**config.mk**
```make
export PLATFORM = sky130hd
export DESIGN_NAME = textlcd_buf_ctrl_flat
export DESIGN_NICKNAME = d
export VERILOG_FILES = /design/src/rtl/textlcd_buf_ctrl_if.sv /design/src/rtl/textlcd_buf_ctrl.sv /design/src/flat_wrapper.sv
export SDC_FILE = /design/constraint.sdc
export NUM_CORES = 1
export LEC_CHECK = 0
export ABC_AREA = 1
export BUFFER_PORTS_ARGS = -buffer_cell sky130_fd_sc_hd__clkbuf_2
export CORE_ASPECT_RATIO = 1.5
export CORE_MARGIN = 3
export CORE_UTILIZATION = 57
export DETAILED_ROUTE_END_ITERATION = 16
export GPL_TIMING_DRIVEN = 0
export MAX_ROUTING_LAYER = met4
export PLACE_DENSITY = 0.76
export SYNTH_ARGS = -nofsm -noshare
export SYNTH_HDL_FRONTEND = slang
export SYNTH_SLANG_ARGS = --single-unit
```
**constraint.sdc**
```tcl
create_clock -name clk -period 2.12 [get_ports clk]
set_input_delay 0.318 -clock clk [delete_from_list [all_inputs] [get_ports clk]]
set_output_delay 0.318 -clock clk [all_outputs]
set_load 0.03 [all_outputs]
```
**src/rtl/textlcd_buf_ctrl_if.sv**
```systemverilog
// Buffer write / clear port of the character LCD controller.
// The application drives the write side, the controller reports busy.
interface textlcd_buf_ctrl_if #(
    parameter int AW = 5
);
    logic          wr_en;
    logic [AW-1:0] wr_addr;
    logic [7:0]    wr_data;
    logic          clr_req;
    logic          busy;

    modport master (
        output wr_en, wr_addr, wr_data, clr_req,
        input  busy
    );

    modport slave (
        input  wr_en, wr_addr, wr_data, clr_req,
        output busy
    );
endinterface

```
**src/rtl/textlcd_buf_ctrl.sv**
```systemverilog
// HD44780-class 8-bit write-only LCD controller with LINES x COLS buffer.
// Optional cursor support is enabled by defining TEXTLCD_CURSOR_EN.
module textlcd_buf_ctrl #(
    parameter  int COLS         = 16,
    parameter  int LINES        = 2,
    parameter  int E_HIGH       = 2,
    parameter  int INIT_WAIT    = 70,
    parameter  int CMD_WAIT     = 30,
    parameter  int CLR_WAIT     = 200,
    parameter  int REFRESH_WAIT = 400,
    localparam int N            = LINES * COLS,
    localparam int AW           = (N > 1) ? $clog2(N) : 1
) (
    input  logic          clk,
    input  logic          resetn,
`ifdef TEXTLCD_CURSOR_EN
    input  logic [AW-1:0] cursor_pos,
    input  logic          cursor_on,
`endif
    textlcd_buf_ctrl_if.slave bus,
    output logic          LCD_E,
    output logic          LCD_RS,
    output logic          LCD_RW,
    output logic [7:0]    LCD_DATA
);

    typedef enum logic [3:0] {
        S_INIT_WAIT, S_FUNC, S_DISP, S_ENTRY, S_CLEAR,
        S_LADDR, S_CHAR, S_CURSOR, S_REFRESH
    } state_t;

    typedef enum logic [1:0] {P_SETUP, P_HIGH, P_WAIT} phase_t;

    localparam logic [7:0] FUNC_CMD = (LINES == 2) ? 8'h3C : 8'h34;

    state_t        state, n_state;
    phase_t        ph;
    logic [15:0]   cnt, wait_cnt;
    logic          line, n_line, tgt_line;
    logic [5:0]    col, n_col;
    logic [7:0]    n_data, disp_cmd;
    logic          n_rs, n_xfer, to_laddr;
    logic          done, pend, busy_q, ready, clr_merge;
    logic [AW-1:0] rd_idx;
    logic [7:0]    mem [N];

`ifdef TEXTLCD_CURSOR_EN
    logic       cur_q;
    logic [7:0] cur_addr;
    assign disp_cmd = cursor_on ? 8'h0F : 8'h0C;
    assign cur_addr = (int'(cursor_pos) >= COLS)
                    ? 8'(int'(cursor_pos) - COLS + 'h40)
                    : 8'(cursor_pos);
`else
    assign disp_cmd = 8'h0C;
`endif

    assign LCD_RW   = 1'b0;
    assign bus.busy = busy_q;
    assign done     = (ph == P_WAIT) && (cnt == 16'd0);
    assign wait_cnt = (state == S_CLEAR)
                    ? 16'(CMD_WAIT + CLR_WAIT - 1)
                    : 16'(CMD_WAIT - 1);

    // Successor state and the transfer it starts, taken when done is high
    always_comb begin
        n_state  = state;
        n_data   = LCD_DATA;
        n_rs     = 1'b0;
        n_line   = line;
        n_col    = col;
        n_xfer   = 1'b1;
        to_laddr = 1'b0;
        tgt_line = 1'b0;
        rd_idx   = '0;
        case (state)
            S_INIT_WAIT: begin
                n_state = S_FUNC;
                n_data  = FUNC_CMD;
            end
            S_FUNC: begin
                n_state = S_DISP;
                n_data  = disp_cmd;
            end
            S_DISP: begin
                if (ready) begin
                    to_laddr = 1'b1;
                end else begin
                    n_state = S_ENTRY;
                    n_data  = 8'h06;
                end
            end
            S_ENTRY: begin
                n_state = S_CLEAR;
                n_data  = 8'h01;
            end
            S_CLEAR: to_laddr = 1'b1;
            S_LADDR: begin
                n_state = S_CHAR;
                n_col   = 6'd0;
                n_rs    = 1'b1;
            end
            S_CHAR: begin
                if (col != 6'(COLS - 1)) begin
                    n_col = col + 6'd1;
                    n_rs  = 1'b1;
                end else if (int'(line) != LINES - 1) begin
                    to_laddr = 1'b1;
                    tgt_line = 1'b1;
                end else begin
`ifdef TEXTLCD_CURSOR_EN
                    n_state = S_CURSOR;
                    n_data  = 8'h80 | cur_addr;
`else
                    n_state = S_REFRESH;
                    n_xfer  = 1'b0;
`endif
                end
            end
            S_CURSOR: begin
                n_state = S_REFRESH;
                n_xfer  = 1'b0;
            end
            S_REFRESH: begin
`ifdef TEXTLCD_CURSOR_EN
                if (cursor_on != cur_q) begin
                    n_state = S_DISP;
                    n_data  = disp_cmd;
                end else begin
                    to_laddr = 1'b1;
                end
`else
                to_laddr = 1'b1;
`endif
            end
            default: ;
        endcase
        // A pending clear is slotted in ahead of any line address
        if (to_laddr) begin
            if (pend) begin
                n_state = S_CLEAR;
                n_data  = 8'h01;
                n_line  = 1'b0;
            end else begin
                n_state = S_LADDR;
                n_line  = tgt_line;
                n_data  = tgt_line ? 8'hC0 : 8'h80;
            end
        end
        rd_idx = AW'(int'(n_line) * COLS + int'(n_col));
        if (n_state == S_CHAR) n_data = mem[rd_idx];
    end

    assign clr_merge = (state == S_CLEAR && !done)
                     || (done && n_state == S_CLEAR);

    always_ff @(posedge clk) begin
        if (resetn) begin
            state    <= S_INIT_WAIT;
            ph       <= P_WAIT;
            cnt      <= 16'(INIT_WAIT - 1);
            LCD_E    <= 1'b0;
            LCD_RS   <= 1'b0;
            LCD_DATA <= 8'h00;
            line     <= 1'b0;
            col      <= 6'd0;
            pend     <= 1'b0;
            busy_q   <= 1'b1;
            ready    <= 1'b0;
`ifdef TEXTLCD_CURSOR_EN
            cur_q    <= 1'b0;
`endif
        end else begin
            case (ph)
                P_SETUP: begin
                    LCD_E <= 1'b1;
                    ph    <= P_HIGH;
                    cnt   <= 16'(E_HIGH - 1);
                end
                P_HIGH: begin
                    if (cnt == 16'd0) begin
                        LCD_E <= 1'b0;
                        ph    <= P_WAIT;
                        cnt   <= wait_cnt;
                    end else begin
                        cnt <= cnt - 16'd1;
                    end
                end
                P_WAIT: if (cnt != 16'd0) cnt <= cnt - 16'd1;
                default: ;
            endcase
            if (done) begin
                state <= n_state;
                line  <= n_line;
                col   <= n_col;
                if (n_xfer) begin
                    LCD_RS   <= n_rs;
                    LCD_DATA <= n_data;
                    ph       <= P_SETUP;
                end else begin
                    cnt <= 16'(REFRESH_WAIT - 1);
                end
                if (state == S_CLEAR) begin
                    busy_q <= 1'b0;
                    ready  <= 1'b1;
                end
                if (n_state == S_CLEAR) pend <= 1'b0;
`ifdef TEXTLCD_CURSOR_EN
                if (n_state == S_DISP) cur_q <= cursor_on;
`endif
            end
            if (bus.clr_req && !clr_merge) begin
                pend   <= 1'b1;
                busy_q <= 1'b1;
            end
        end
    end

    // Clear beats a same-cycle write; out-of-range writes are dropped
    always_ff @(posedge clk) begin
        if (resetn || bus.clr_req) begin
            for (int i = 0; i < N; i++) mem[i] <= 8'h20;
        end else if (bus.wr_en && int'(bus.wr_addr) < N) begin
            mem[AW'(bus.wr_addr)] <= bus.wr_data;
        end
    end

endmodule

```
**src/flat_wrapper.sv**
```systemverilog
// flat-port wrapper written by rule: the top's interface ports become plain ports
module textlcd_buf_ctrl_flat 
#(
    parameter  int COLS         = 16,
    parameter  int LINES        = 2,
    parameter  int E_HIGH       = 2,
    parameter  int INIT_WAIT    = 70,
    parameter  int CMD_WAIT     = 30,
    parameter  int CLR_WAIT     = 200,
    parameter  int REFRESH_WAIT = 400,
    localparam int N            = LINES * COLS,
    localparam int AW           = (N > 1) ? $clog2(N) : 1
)
  (clk, resetn, LCD_E, LCD_RS, LCD_RW, LCD_DATA, bus_wr_en, bus_wr_addr, bus_wr_data, bus_clr_req, bus_busy);
  textlcd_buf_ctrl_if #(.AW(5)) bus_i ();
  input  logic clk;
  input  logic resetn;
  output logic LCD_E;
  output logic LCD_RS;
  output logic LCD_RW;
  output logic [7:0] LCD_DATA;
  input wire logic [$bits(bus_i.wr_en)-1:0] bus_wr_en;
  input wire logic [$bits(bus_i.wr_addr)-1:0] bus_wr_addr;
  input wire logic [$bits(bus_i.wr_data)-1:0] bus_wr_data;
  input wire logic [$bits(bus_i.clr_req)-1:0] bus_clr_req;
  output wire logic [$bits(bus_i.busy)-1:0] bus_busy;
  assign bus_i.wr_en = bus_wr_en;
  assign bus_i.wr_addr = bus_wr_addr;
  assign bus_i.wr_data = bus_wr_data;
  assign bus_i.clr_req = bus_clr_req;
  assign bus_busy = bus_i.busy;
  textlcd_buf_ctrl #(.COLS(COLS), .LINES(LINES), .E_HIGH(E_HIGH), .INIT_WAIT(INIT_WAIT), .CMD_WAIT(CMD_WAIT), .CLR_WAIT(CLR_WAIT), .REFRESH_WAIT(REFRESH_WAIT)) u_core (.clk(clk), .resetn(resetn), .bus(bus_i), .LCD_E(LCD_E), .LCD_RS(LCD_RS), .LCD_RW(LCD_RW), .LCD_DATA(LCD_DATA));
endmodule
```
==> results.ini <==
[timing]
finalSetupTns_ns = -1.51
relSlewSlack_pct = 37.0
finClkSkew_ns = 0.0162
fin_crit_sh_pct = 111
hold_violations = 0
layout_setup_ws_ns = -0.233
finalSetupViolCount = 8
period_needed_ns = 2.35
fin_hold_ws_ns = 0.130
max_freq_ghz = 0.425
drv_slew = 0
tightest_slew_ns = 0.946
rsz0062_at_grt = true

[floorplan]
fp.dieArea_um2 = 27700
start_util_pct = 58.2
io_pins = 29
fp.dieH_um = 202
core.rowCount = 71
core_area_um2 = 25100
die_w_um = 137

[power_and_ir_drop]
p_leak_nw = 7.20
finalPower_mw = 12.6
peakVddDrop_v = 0.000626
power.density_nw_per_um2 = 732

[synth]
synth_xor_area_share_pct = 0.769
syn_area_um2 = 14600
syn_inst = 1619
synth_top_family_by_area = simple AND/OR/NAND/NOR gates
avgSynthCellArea_um2 = 9.04
yosys-top-cells-area = edfxtp_1, nor2_1, nand2_1, inv_1, dfxtp_1
ys_ff_latch = 298
synth_ff_type = edfxtp_1
yosysTopAreaCell = edfxtp_1
synthArstFlopShare_pct = 0
ys_seq_area_share_pct = 58.3
synthAdderAreaFrac_pct = 0.256
synth.distinct_cells = 44
synth_edf_count = 256
syn_nets = 1639
synthMuxAreaShare_pct = 0
yosysTopAreaCellShare_pct = 52.5
synthSimpleGateAreaFrac_pct = 22.1
yosys_warnings = 0
synth-compound-area-share_pct = 9.21

[place]
place.detailed.hpwl_um = 32000
pre_cts_ws_ns = -0.851
gp_routability_congestion = 0.977
portBuffers = 27

[detailed_routing]
vias = 12400
firstDrtPassIters = 7
avgRoutedWirePerCell_um = 22.7
avgViaCountPerCell = 6.04
drtIter0Drc = 1323
drt-total-wl_um = 46700
drtAntennaViolNets = 0
drc = 0

[clock_network]
cts_tree = built
cts_sinks = 298
cts_root_buf = clkbuf_16
cts_max_path_buffers = 3
insertion_delay_ns = 0.56
path_clk_slew_ns = 0.06
holdBufCountCts = 0
cts_made_buffers = 29
h-tree-depth = 1

[setup_path]
worstSetupPathType = register to register
slowest_stage = dfxtp_4
critPathMaxStageDelay_ns = 0.36
required_ns = 2.56
cp.arrival_ns = 2.80
path_cells = ha_4 > nand3_4 > nor2_4 > nand2_4 > nand3_4 > nand2_8 > buf_12 > buf_6 > o211ai_1 > nand3_1 > nand3_1 > nand3_2 > nand3_4 > a21oi_2
crit_fanout = 10
cp-end-kind = register
start_kind = register
crit_top_cell = nand3_4

[worst_hold_path]
hold_class = input pin to register

[grt]
grt_pass1_vias = 12200
grt_max_degree = 15
overflow = 0
grt_pass1_wl_um = 68000
antenna_found_initial = 1
grt_usage_pct = 34.1

[finish]
drive_gt1_share_pct = 15.0
fill_cells = 1981
nets = 1724
areaGrowthSynthToFinish_pct = 17.3

[run_status]
violations = negative setup slack
status = finished, violations left

[flow_run]
max_cap_viol_count = 0

power breakdown:
| part | switching, mW | internal, mW |
|---|---|---|
| clock | 2.21 | 2.87 |
| combinational | 0.566 | 0.209 |
| sequential | 0.106 | 6.62 |
flip-flops by register name, indices dropped and copies added, names as in the netlist:
name             count
u_core.col           6
u_core.LCD_RS        1
u_core.ready         1
u_core.pend          1
u_core.cnt          16
u_core.ph            2
u_core.LCD_E         1
u_core.state         4
u_core.line          1
u_core.bus.busy      1
u_core.LCD_DATA      8
u_core.mem         256
metrics by stage:
step / cells / cell area, um^2 / utilization, %
2_1_floorplan: 1619 / 14600 / -
3_3_place_gp: 1974 / 15200 / 60.4
3_5_place_dp: 1974 / 15200 / 60.4
4_1_cts: 2039 / 16700 / 66.5
5_1_grt: 2055 / 17200 / 68.3
6_report: 2055 / 17200 / 68.3
cells by family (layout without fill, tap and decap cells):
| family | Yosys count | after routing |
|---|---|---|
| AND/OR/NAND/NOR | 767 | 768 |
| adder cells (fa/ha/maj) | 3 | 3 |
| XOR/XNOR | 12 | 12 |
| AO/OA/AOI/OAI | 204 | 204 |
| flip-flops | 298 | 298 |
| buffers and inverters | 334 | 440 |
| other | 1 | 2 |
routing by layer:
layer / routed length [um] / track usage (%) / up-vias
met4: 3270 / 19.4 / 0
met1: 15500 / 38.0 / 5820
met2: 23300 / 57.0 / 817
met3: 4570 / 6.13 / 212
li1: - / - / 5563
met5: 0 / - / -
synth_stat cells (all sizes together) (8+ instances only):
cell / n
nand3b: 8
o21ai: 30
nand2: 261
edfxtp: 256
a21oi: 48
nor3: 17
xor2: 8
nor2: 316
buf: 46
clkbuf: 41
nand3: 155
o211ai: 107
dfxtp: 42
inv: 246
repair_timing:
action	CTS	global route
hold endpoints to repair	0	0
pin swaps	32	41
cloned	0	3
buffers inserted	12	12
endpoints found under the setup margin	283	282
gates resized for setup	143	81
critical path, delay by kind of cell, from the launching register on:
kind            cells  cell delay, ns
compound gates      2            0.30
fa+ha+maj           1            0.15
buf+inv             2            0.31
simple gates        9            1.11
flops               1            0.36
area by class of cell:
type	instances	area [um^2]	share of cell area [%]
Multi-Input combinational cell	988	5200	30.3
Antenna cell	1	2.50	0.0146
Sequential cell	298	8550	49.8
Timing Repair Buffer	53	378	2.20
Clock buffer	34	744	4.34
Buffer	87	777	4.52
Tap cell	328	410	2.39
Clock inverter	19	171	0.998
Inverter	247	937	5.46
cells in the final DEF (no fill, tap or decap), types with 3 or more instances in the layout:
cell and n:
nor2_2 10, nor2_4 9, buf_8 11, nand3_2 27, dfxtp_4 6, o21ai_0 26, nand4_1 4, or2_1 3
edfxtp_1 256, dfxtp_1 34, buf_4 34, clkbuf_2 31, nand3_4 12, o31ai_1 3, nor3_1 14, buf_12 11
a21oi_1 45, a211oi_1 3, nand2_1 246, nand3b_1 8, xor2_1 8, clkbuf_16 31, xnor2_1 3, a21oi_2 3
clkbuf_1 37, bufinv_16 3, nor2_1 297, inv_1 234, o211ai_1 107, nand2_2 8, clkinv_2 7, nand2_4 7
inv_2 10, buf_6 12, clkinvlp_4 3, clkinv_1 5, clkbuf_4 4, nand3_1 116, a31oi_1 3
worst paths after layout:
check                        from            endpoint  slack [ns]  depth (start not counted)
setup / recovery    u_core.col[1]  u_core.LCD_DATA[6]       -0.23                         14
hold / removal        bus_clr_req         u_core.pend        0.13                          3
setup reg to reg    u_core.col[1]  u_core.LCD_DATA[6]       -0.23                         14
hold reg to reg   u_core.bus.busy     u_core.bus.busy        0.46                          2
Power figures use the tool's default switching activity.
